$ cat src/rtl/ram_arb_pkg.sv
// Shared definitions for the two-requester RAM port arbiter: FSM states,
// RAM operation encoding and requester identifiers.
package ram_arb_pkg;

    typedef enum logic [1:0] {
        IDLE    = 2'd0,
        WR      = 2'd1,
        RD_WAIT = 2'd2
    } arb_state_t;

    localparam logic WR_OP = 1'b1;
    localparam logic RD_OP = 1'b0;

    localparam logic REQ0 = 1'b0;
    localparam logic REQ1 = 1'b1;

endpackage

$ cat src/rtl/rr_arb2.sv
// Combinational two-way round-robin picker; the pointer register lives in the
// parent so this block only decides who wins and where the pointer goes next.
module rr_arb2
    import ram_arb_pkg::*;
(
    input  logic [1:0] i_req,
    input  logic       i_ptr,
    output logic [1:0] o_grant,
    output logic       o_next_ptr
);

    // The pointer only matters on a tie; any grant hands priority to the loser side.
    always_comb begin
        o_grant    = 2'b00;
        o_next_ptr = i_ptr;
        if (i_req == 2'b11) begin
            o_grant = (i_ptr == REQ1) ? 2'b10 : 2'b01;
        end else begin
            o_grant = i_req;
        end
        if (o_grant[0]) begin
            o_next_ptr = REQ1;
        end else if (o_grant[1]) begin
            o_next_ptr = REQ0;
        end
    end

endmodule

$ cat src/rtl/ram_port_arbiter.sv
// Shares one single-port RAM between two requesters with round-robin
// arbitration; read data is steered back to the requester that issued the read.
module ram_port_arbiter
    import ram_arb_pkg::*;
#(
    parameter int addr_width = 3,
    parameter int data_width = 8,
    parameter int TIMEOUT    = 15
) (
    input  logic                  i_clk,
    input  logic                  i_rst,

    input  logic                  i_r0_req,
    input  logic                  i_r0_wr_rd,
    input  logic [addr_width-1:0] i_r0_addr,
    input  logic [data_width-1:0] i_r0_wdata,
    output logic                  o_r0_gnt,
    output logic [data_width-1:0] o_r0_rdata,
    output logic                  o_r0_rvalid,
    output logic                  o_r0_err,

    input  logic                  i_r1_req,
    input  logic                  i_r1_wr_rd,
    input  logic [addr_width-1:0] i_r1_addr,
    input  logic [data_width-1:0] i_r1_wdata,
    output logic                  o_r1_gnt,
    output logic [data_width-1:0] o_r1_rdata,
    output logic                  o_r1_rvalid,
    output logic                  o_r1_err,

    output logic                  o_ram_en,
    output logic                  o_ram_wr_rd,
    output logic [addr_width-1:0] o_ram_addr,
    output logic [data_width-1:0] o_ram_din,
    input  logic [data_width-1:0] i_ram_dout,
    input  logic                  i_ram_out_en,

    output logic                  o_busy
);

    localparam int CNT_W = $clog2(TIMEOUT + 1);

    arb_state_t                       r_state;
    logic                             r_ptr;
    logic                             r_owner;
    logic [CNT_W-1:0]                 r_cnt;
    logic [1:0]                       r_gnt;
    logic [1:0]                       r_rvalid;
    logic [1:0]                       r_err;
    logic [1:0][data_width-1:0]       r_rdata;
    logic                             r_ram_en;
    logic                             r_ram_wr_rd;
    logic [addr_width-1:0]            r_ram_addr;
    logic [data_width-1:0]            r_ram_din;

    logic [1:0]                       w_req;
    logic [1:0]                       w_grant;
    logic                             w_next_ptr;
    logic                             w_winner;
    logic                             w_wr_rd;
    logic [addr_width-1:0]            w_addr;
    logic [data_width-1:0]            w_wdata;

    assign w_req = {i_r1_req, i_r0_req};

    rr_arb2 u_rr_arb2 (
        .i_req      (w_req),
        .i_ptr      (r_ptr),
        .o_grant    (w_grant),
        .o_next_ptr (w_next_ptr)
    );

    assign w_winner = w_grant[1] ? REQ1 : REQ0;
    assign w_wr_rd  = (w_winner == REQ1) ? i_r1_wr_rd : i_r0_wr_rd;
    assign w_addr   = (w_winner == REQ1) ? i_r1_addr  : i_r0_addr;
    assign w_wdata  = (w_winner == REQ1) ? i_r1_wdata : i_r0_wdata;

    // Single FSM: pulses default low each cycle, so gnt/rvalid/err are one-cycle strobes.
    always_ff @(posedge i_clk) begin
        if (i_rst) begin
            r_state     <= IDLE;
            r_ptr       <= REQ0;
            r_owner     <= REQ0;
            r_cnt       <= '0;
            r_gnt       <= '0;
            r_rvalid    <= '0;
            r_err       <= '0;
            r_rdata     <= '0;
            r_ram_en    <= 1'b0;
            r_ram_wr_rd <= 1'b0;
            r_ram_addr  <= '0;
            r_ram_din   <= '0;
        end else begin
            r_gnt    <= '0;
            r_rvalid <= '0;
            r_err    <= '0;
            case (r_state)
                IDLE: begin
                    if (|w_grant) begin
                        r_ptr       <= w_next_ptr;
                        r_gnt       <= w_grant;
                        r_ram_en    <= 1'b1;
                        r_ram_wr_rd <= w_wr_rd;
                        r_ram_addr  <= w_addr;
                        if (w_wr_rd == WR_OP) begin
                            r_ram_din <= w_wdata;
                            r_state   <= WR;
                        end else begin
                            r_owner <= w_winner;
                            r_cnt   <= '0;
                            r_state <= RD_WAIT;
                        end
                    end
                end
                WR: begin
                    r_ram_en <= 1'b0;
                    r_state  <= IDLE;
                end
                RD_WAIT: begin
                    // Returned data takes precedence over a timeout landing on the same edge.
                    if (i_ram_out_en) begin
                        r_rdata[r_owner]  <= i_ram_dout;
                        r_rvalid[r_owner] <= 1'b1;
                        r_ram_en          <= 1'b0;
                        r_state           <= IDLE;
                    end else if (r_cnt == CNT_W'(TIMEOUT - 1)) begin
                        r_err[r_owner] <= 1'b1;
                        r_ram_en       <= 1'b0;
                        r_state        <= IDLE;
                    end else begin
                        r_cnt <= r_cnt + CNT_W'(1);
                    end
                end
                default: begin
                    r_ram_en <= 1'b0;
                    r_state  <= IDLE;
                end
            endcase
        end
    end

    assign o_r0_gnt    = r_gnt[0];
    assign o_r1_gnt    = r_gnt[1];
    assign o_r0_rvalid = r_rvalid[0];
    assign o_r1_rvalid = r_rvalid[1];
    assign o_r0_err    = r_err[0];
    assign o_r1_err    = r_err[1];
    assign o_r0_rdata  = r_rdata[0];
    assign o_r1_rdata  = r_rdata[1];
    assign o_ram_en    = r_ram_en;
    assign o_ram_wr_rd = r_ram_wr_rd;
    assign o_ram_addr  = r_ram_addr;
    assign o_ram_din   = r_ram_din;
    assign o_busy      = (r_state != IDLE);

endmodule

$ cat config.mk
export PLATFORM = sky130hd
export DESIGN_NAME = ram_port_arbiter
export DESIGN_NICKNAME = d
export VERILOG_FILES = /design/src/rtl/ram_arb_pkg.sv /design/src/rtl/rr_arb2.sv /design/src/rtl/ram_port_arbiter.sv
export SDC_FILE = /design/constraint.sdc
export NUM_CORES = 1
export LEC_CHECK = 0
export BUFFER_PORTS_ARGS = -buffer_cell sky130_fd_sc_hd__buf_4
export CAP_MARGIN = 15
export CORE_ASPECT_RATIO = 0.5
export CORE_MARGIN = 2
export CORE_UTILIZATION = 35
export CTS_BUF_LIST = sky130_fd_sc_hd__clkbuf_8
export DETAILED_ROUTE_END_ITERATION = 16
export PLACE_DENSITY = 0.73
export SYNTH_ARGS = -nofsm -noshare
export SYNTH_HDL_FRONTEND = slang
export SYNTH_SLANG_ARGS = --single-unit
$ cat constraint.sdc
create_clock -name i_clk -period 1.55 [get_ports i_clk]
set_input_delay 0.31 -clock i_clk [delete_from_list [all_inputs] [get_ports i_clk]]
set_output_delay 0.31 -clock i_clk [all_outputs]
set_load 0.05 [all_outputs]
==> results of run 1 <==
==> state kept, by name, summed over array words and instances (netlist names) <==
name         cells
o_r0_rdata       8
o_r1_rdata       8
o_ram_addr       3
o_ram_din        8
o_ram_en         1
o_ram_wr_rd      1
r_cnt            4
r_err            2
r_gnt            2
r_owner          1
r_ptr            1
r_rvalid         2
r_state          2
==> repair_timing <==
| item | 4_1_cts | 5_1_grt |
|---|---|---|
| endpoints found under the setup margin | 0 | 2 |
| gates resized for setup | 0 | 1 |
| endpoints found under the hold margin | 0 | 0 |
==> report_power, final <==
part           internal, uW  total [uW]  switching (uW)
Clock                   350         711             362
Sequential             1170        1220            45.6
Combinational           250         676             426
Total                  1770        2600             833
==> cell type report <==
cell class / count / area (sq um) / area share
repair buffers: 76 / 571 / 0.222
clock buffers: 6 / 82.6 / 0.0321
multi-input cells: 156 / 946 / 0.367
well taps: 70 / 87.6 / 0.0340
clock inverters: 1 / 5.00 / 0.00194
flip-flops and latches: 43 / 862 / 0.335
inverters: 5 / 21.3 / 0.00826
==> metal layers <==
layer,global-route usage,up-vias,wire (microns)
met3,0.0492,4,308
met2,0.281,66,2340
met5,0,-,0
met4,0.0531,0,51
li1,-,895,-
met1,0.219,833,2230
==> kinds of logic after synthesis <==
group / share of synthesized area
compound gates: 0.182
buf+inv: 0.0393
flops: 0.458
fa+ha+maj: 0.0133
mux: 0.0479
simple gates: 0.260
==> worst register-to-register path: stages, from the launching register on <==
cell and delay (ns):
dfxtp_1 0.40, nor3b_2 0.30, a2bb2oi_1 0.16, nor3_4 0.27, mux2i_1 0.21
==> cells in the final DEF, fill, tap and decap left out, types with 2 or more instances in the layout <==
master,Yosys,final
nand2_1,47,47
dfxtp_1,43,42
a21oi_1,21,21
inv_1,4,4
nor3_1,3,3
clkbuf_8,0,6
and4_1,3,3
nor2_4,2,2
nor2_1,8,8
o21ai_0,11,11
mux2i_1,9,9
nand3b_1,2,2
ha_1,2,2
and3_1,10,10
nor4_1,2,2
buf_4,0,76
a311oi_1,3,3
a21boi_0,8,8
nand3_1,6,6
==> worst min path at each step <==
stage | start | to | slack (ns) | depth (start not counted)
CTS | i_r1_wr_rd | r_owner | 0.23 | 2
global placement | o_r1_rdata[3] | o_r1_rdata[3] | 0.45 | 2
global route | i_r1_wr_rd | r_owner | 0.23 | 2
finish | i_r1_wr_rd | r_owner | 0.23 | 2
detailed placement | o_r0_rdata[1] | o_r0_rdata[1] | 0.45 | 2
floorplan | i_r1_wr_rd | r_owner | 0.41 | 1
==> through the flow <==
stage	worst slack [ns]	total power, uW	util
after CTS	0.121	2630	0.510
after detailed placement	0.153	1920	0.493
after global placement	0.201	1900	0.493
after global routing	-0.000722	2730	0.510
final	0.126	2600	0.510
after floorplan	0.260	1680	-
==> flow_metrics.tcl, run 1 <==
set metrics [dict create \
    status "completed" \
    io_buffer_count 72 \
    path_buf_inv 2 \
    start_kind "register" \
    timing.rr.start "r_state[1]" \
    tns_ns 0 \
    synth_top_area_share 0.458 \
    power.leakage_uw 0.00114 \
    synthCells 217 \
    cts.hold.buffers_added 0 \
    clockBufferDepth 2 \
    tritoncts "done" \
    synth-seq-cells 43 \
    top_level_ports 73 \
    r2r_setup_slack_ns 0.14 \
    fmax_mhz 702 \
    synth.distinct_cells 39 \
    crit_family "flip-flops" \
    vias_per_cell 5.04 \
    cts.sinks 43 \
    syn_to_final_growth_pct 36.9 \
    postLayoutCellArea_sq_um 2570 \
    clkTransAtPathRegs_ns 0.08 \
    drt_wl_total_mm 4.93 \
    drive_above_1_share 0.338 \
    dieArea_sq_um 6010 \
    wl_per_cell_microns 13.8 \
    dieHeight_microns 55.8 \
    start_util 0.373 \
    critPathLaunch "r_state[0]" \
    finalCritPeriodShare 0.919 \
    grt_max_degree 28 \
    placed_cells 350 \
    synth-seq-area-share 0.458 \
    crit_chain "nor2_4 > inv_4 > buf_4" \
    slowest_stage "dfxtp_1" \
    gr-total-overflow 0 \
    clk-insertion-delay-late_ns 0.29 \
    crit_path_end_kind "output port" \
    grt_pass1_vias 1716 \
    antennaDiodeCount 0 \
    endpoint "o_busy" \
    netlist_area_sq_um 1880 \
    ir_worst_vdd_mv 0.523 \
    syn_nets 256 \
    skew_ns 0.00790 \
    critical_path_required_ns 1.24 \
    grt_setup_unrepaired "yes" \
    setup_viol 0 \
    crit_arrival_ns 1.11 \
    power_density_nw_per_um2 1010 \
    stdcell_count 357 \
    path_depth 3 \
    cts_buffers 5 \
    dpl_cell_area_sq_um 2490 \
    synth_warnings 0 \
    synth.avg_cell_area_sq_um 8.67 \
    die_w_microns 108 \
    grt_pass1_wl_mm 8.08 \
    dp_hpwl_mm 3.78 \
    h-tree-depth 2 \
    r2r_cells 4 \
    synth_area_leaders "dfxtp_1, nand2_1, a21oi_1" \
    hold_ws_ns 0.233 \
    vias 1798 \
    synth_edf_count 0 \
    ys_async_sr_fraction 0 \
    cp_max_fo 5 \
    fp-row-count 18 \
    drv_slew 0 \
    post-cts-setup-buffers 0 \
    antenna_found_initial 0 \
    core_sq_um 5040 \
    cts-root-buf "clkbuf_8" \
    nFillCells 475 \
    synth.most_common_cell "nand2_1" \
    slowest_delay_ns 0.44 \
    track_usage 0.172 \
    routabilityCongestion 0.816 \
    hold_viol 0 \
    fin_nets 326 \
    crit_type "register to output port" \
    worstMarginPinSlew_ns 0.373 \
    worstReg2RegEnd "r_cnt[1]" \
    antenna_left 0 \
    hp-class "primary input to register" \
    drt_iter0_drc 78 \
    synth_common_cells "nand2_1, dfxtp_1, a21oi_1, o21ai_0" \
    route.detailed.drc 0 \
    firstDrtPassIters 4 \
    min_period_ns 1.42 \
    synth_top_cell_by_area "dfxtp_1" \
    maxCapViolCount 0 \
    synth_top_flop_cell "dfxtp_1" \
    slew_headroom 0.750 \
]
Note: power is estimated with default switching activity, not from simulation.
==> run 2: changes to the inputs <==
PLACE_DENSITY = unset   (was 0.73)
==> run 2 against run 1 <==
Combinational power barely moved. Core utilization rose by 0.87 points. Clock skew rose by 0.0011 ns. Register-to-register slack improved by 0.06 ns. Critical path depth did not move. Clock power rose by 27%. Sequential share of layout area fell by 0.61 points. Sequential cell count did not move. Non-clock buffer count rose by 2. Die area did not move. Critical endpoint unchanged. Largest cell class unchanged. Largest power group unchanged.
==> flow_metrics.tcl, run 2 (same netlist as run 1, synthesis figures left out) <==
set metrics [dict create \
    track_usage 0.157 \
    dp_hpwl_mm 3.51 \
    ir_worst_vdd_mv 0.465 \
    dieHeight_microns 55.8 \
    grt_max_degree 22 \
    power.leakage_uw 0.00116 \
    wl_per_cell_microns 12.6 \
    hp-class "primary input to register" \
    core_sq_um 5040 \
    clockBufferDepth 2 \
    critPathLaunch "r_state[0]" \
    crit_type "register to output port" \
    hold_viol 0 \
    critical_path_required_ns 1.24 \
    worstMarginPinSlew_ns 0.375 \
    p_total_uw 2790 \
    vias 1753 \
    routabilityCongestion 0.761 \
    setup_viol 0 \
    antennaDiodeCount 0 \
    switching_power_uw 844 \
    post-cts-setup-buffers 0 \
    path_buf_inv 2 \
    fp-row-count 18 \
    h-tree-depth 2 \
    top_level_ports 73 \
    start_kind "register" \
    status "completed" \
    power_density_nw_per_um2 1060 \
    firstDrtPassIters 4 \
    antenna_left 0 \
    tns_ns 0 \
    clkTransAtPathRegs_ns 0.09 \
    layout_commonest_cell "buf_4" \
    maxCapViolCount 0 \
    crit_arrival_ns 1.11 \
    drt_iter0_drc 60 \
    finalCritPeriodShare 0.919 \
    cts.sinks 43 \
    hold_ws_ns 0.229 \
    route.detailed.drc 0 \
    crit_path_end_kind "output port" \
    vias_per_cell 4.87 \
    layout_common_cells "buf_4, nand2_1, dfxtp_1" \
    antenna_found_initial 0 \
    skew_ns 0.00897 \
    pwr-share-clk 0.324 \
    grt_setup_unrepaired "no" \
    seqPwrFrac 0.434 \
    worstReg2RegEnd "r_cnt[1]" \
    clk-insertion-delay-late_ns 0.30 \
    switching_share 0.303 \
    cp_max_fo 5 \
    min_period_ns 1.42 \
    gr-total-overflow 0 \
    crit_chain "nor2_4 > inv_4 > buf_4" \
    postLayoutCellArea_sq_um 2620 \
    io_buffer_count 72 \
    dieArea_sq_um 6010 \
    r2r_cells 6 \
    syn_to_final_growth_pct 39.3 \
    dpl_cell_area_sq_um 2500 \
    path_depth 3 \
    drive_above_1_share 0.341 \
    hold_path.startpoint "i_r1_wr_rd" \
    post_cts_resized 0 \
    fmax_mhz 702 \
    slew_headroom 0.750 \
    grt_pass1_wl_mm 7.48 \
    grt_pass1_vias 1602 \
    timing.rr.start "r_cnt[0]" \
    slowest_stage "dfxtp_1" \
    drv_slew 0 \
    power.internal_uw 1940 \
    tritoncts "done" \
    cts.hold.buffers_added 0 \
    cts-root-buf "clkbuf_8" \
    cts_buffers 5 \
    die_w_microns 108 \
    fin_nets 328 \
    endpoint "o_busy" \
    r2r_setup_slack_ns 0.20 \
    drt_wl_total_mm 4.55 \
    crit_family "flip-flops" \
    slowest_delay_ns 0.45 \
    start_util 0.373 \
    power_frac_comb 0.242 \
]
## run 2: area by class of cell
class | count | area [sq um]
repair buffers | 78 | 586
inverters | 5 | 21.3
well taps | 70 | 87.6
multi-input cells | 156 | 946
clock buffers | 6 | 82.6
clock inverters | 2 | 35.0
flip-flops and latches | 43 | 861
fillers | 499 | 2430
## run 2: routing by layer
metal,share of wire,global-route usage
met3,0.067,0.0410
met5,0,0
met4,0.0097,0.0495
met1,0.50,0.218
met2,0.42,0.236
## run 2: power by group through the flow
stage | logic [uW] | clock network [uW] | registers, uW
CTS | 678 | 932 | 1210
global placement | 672 | 0 | 1240
global route | 726 | 985 | 1220
finish | 673 | 903 | 1210
floorplan | 273 | 0 | 1410
detailed placement | 677 | 0 | 1240
## run 2: how the worst min path moves through the flow
stage	to	slack (ns)	cells after the start
2_1_floorplan	r_owner	0.41	1
3_3_place_gp	o_r1_rdata[0]	0.44	2
3_5_place_dp	o_r1_rdata[6]	0.45	2
4_1_cts	r_owner	0.22	2
5_1_grt	r_owner	0.23	2
6_report	r_owner	0.23	2
## run 2: through the flow
stage / cells / worst slack, ns / utilization
2_1_floorplan: 217 / 0.260 / -
3_3_place_gp: 352 / 0.218 / 0.496
3_5_place_dp: 352 / 0.192 / 0.496
4_1_cts: 360 / 0.113 / 0.519
5_1_grt: 360 / 0.0426 / 0.519
6_report: 360 / 0.125 / 0.519
## run 2: worst reg2reg max path, stage by stage, from the launching register on
cell and delay [ns]:
dfxtp_1 0.39, inv_1 0.06, ha_1 0.20, nand3_1 0.11, a2bb2oi_1 0.11, nor3_4 0.22, mux2i_1 0.20
==> run 3: changes to the inputs <==
--- a/config.mk
+++ b/config.mk
@@ -17 +17,2 @@
 export SYNTH_SLANG_ARGS = --single-unit
+export TNS_END_PERCENT = 20
==> constraint.sdc (replaced) <==
create_clock -name i_clk -period 1.55 [get_ports i_clk]
set_input_delay 0.0775 -clock i_clk [delete_from_list [all_inputs] [get_ports i_clk]]
set_output_delay 0.0775 -clock i_clk [all_outputs]
set_load 0.05 [all_outputs]
==> run 3 against run 2 <==
Combinational power rose by 0.7%. Global-route usage rose by 0.54 points. Register-to-register slack got worse by 0.07 ns. Clock power fell by 15%. Routed wire length rose by 3.4%. Non-clock buffer count fell by 1. Core utilization fell by 0.45 points. First-iteration DRC count fell by 27%. Count of clock-buffer cells in the layout rose by 1. Sequential cell count did not move. Cell count fell by 0.28%. Via count fell by 0.74%. Critical endpoint is now r_cnt[1]. Largest power group unchanged.
==> flow_metrics.tcl, run 3 (same netlist as run 1, synthesis figures left out) <==
set metrics [dict create \
    status "completed" \
    crit_family "flip-flops" \
    routabilityCongestion 0.799 \
    hold_ws_ns 0.0398 \
    crit_type "register to register" \
    r2r_setup_slack_ns 0.13 \
    placed_cells 350 \
    path_buf_inv 1 \
    power.leakage_uw 0.00115 \
    io_buffer_count 72 \
    hold_depth 3 \
    grt_pass1_wl_mm 7.65 \
    slowest_stage "dfxtp_1" \
    grt_max_degree 28 \
    gr-total-overflow 0 \
    stdcell_count 359 \
    drt_iter0_drc 44 \
    grt_pass1_vias 1626 \
    critical_path_required_ns 1.78 \
    start_util 0.373 \
    min_to "o_r0_rdata[6]" \
    syn_to_final_growth_pct 38.1 \
    worstReg2RegEnd "r_cnt[1]" \
    hp-class "primary input to register" \
    route.detailed.drc 0 \
    hold_viol 0 \
    pre_cts_ws_ns 0.159 \
    fmax_mhz 705 \
    skew_ns 0.00261 \
    cts.hold.buffers_added 1 \
    grt_busiest_layer "met2" \
    finalCritPeriodShare 0.915 \
    post-cts-setup-buffers 0 \
    track_usage 0.162 \
    setup_viol 0 \
    slowest_delay_ns 0.39 \
    tns_ns 0 \
    grt_setup_unrepaired "no" \
    h-tree-depth 2 \
    use_met1 0.208 \
    firstDrtPassIters 4 \
    fin_nets 327 \
    cts.sinks 43 \
    vias_per_cell 4.85 \
    tritoncts "done" \
    power_density_nw_per_um2 1020 \
    core_sq_um 5040 \
    drt_wl_total_mm 4.71 \
    setup_ws_ns 0.132 \
    layout_commonest_cell "buf_4" \
    fp-row-count 18 \
    crit_chain "inv_1 > ha_1 > nand3_1 > a2bb2oi_1 > nor3_4 > mux2i_1" \
    nFillCells 502 \
    worstMarginPinSlew_ns 0.381 \
    use_met3 0.0457 \
    dp_hpwl_mm 3.52 \
    clockBufferDepth 2 \
    ir_worst_vdd_mv 0.407 \
    top_level_ports 73 \
    cts-root-buf "clkbuf_8" \
    r2r_cells 6 \
    wl_per_cell_microns 13.1 \
    antennaDiodeCount 0 \
    vias 1740 \
    maxCapViolCount 0 \
    antenna_found_initial 0 \
    die_w_microns 108 \
    clk-insertion-delay-late_ns 0.29 \
    cts_buffers 5 \
    clkTransAtPathRegs_ns 0.08 \
    crit_path_end_kind "register" \
    drv_slew 0 \
    dieHeight_microns 55.8 \
    layout_common_cells "buf_4, nand2_1, dfxtp_1" \
    timing.rr.start "r_cnt[0]" \
    drive_above_1_share 0.332 \
    dieArea_sq_um 6010 \
    cp_max_fo 5 \
    min_period_ns 1.42 \
    hold_path.startpoint "i_ram_dout[6]" \
    slew_headroom 0.746 \
    grt_use_met2 0.257 \
    post_cts_resized 0 \
    antenna_left 0 \
    crit_arrival_ns 1.64 \
    start_kind "register" \
]
[run 3: report_power, final]
part	switching, uW	internal, uW
clock network	365	400
registers	40.6	1170
logic	426	252
total	832	1820
[run 3: worst min-delay path: stages]
cell	delay (ns)
buf_4	0.11
nand2_1	0.05
a21oi_1	0.05
[run 3: worst max-delay path by stage]
stage	end	slack (ns)	start	depth (start not counted)
floorplan	r_cnt[2]	0.26	r_state[0]	5
global placement	o_r1_rdata[5]	0.23	r_state[1]	4
detailed placement	r_cnt[1]	0.16	r_cnt[0]	6
CTS	r_cnt[1]	0.14	r_cnt[0]	6
global route	o_r1_rdata[2]	0.01	r_state[1]	4
finish	r_cnt[1]	0.13	r_cnt[0]	6
[run 3: metrics by stage]
stage	power, uW	area, sq um	util
after global routing	2790	2600	0.515
after global placement	1900	2490	0.493
after detailed placement	1920	2490	0.493
after CTS	2690	2600	0.515
after floorplan	1680	1880	-
final	2650	2600	0.515
[run 3: cell type report]
type,instances,area (sq um),area share
multi-input cells,156,946,0.364
flip-flops and latches,43,861,0.332
repair buffers,77,581,0.224
clock buffers,7,96.3,0.0371
well taps,70,87.6,0.0337
inverters,5,21.3,0.00819
clock inverters,1,3.75,0.00145
[run 3: layer usage]
metal / up-vias / wire (microns) / share of wire
met5: - / 0 / 0
met4: 0 / 74 / 0.016
met3: 6 / 304 / 0.065
met2: 60 / 2050 / 0.43
met1: 769 / 2280 / 0.48
li1: 905 / - / -
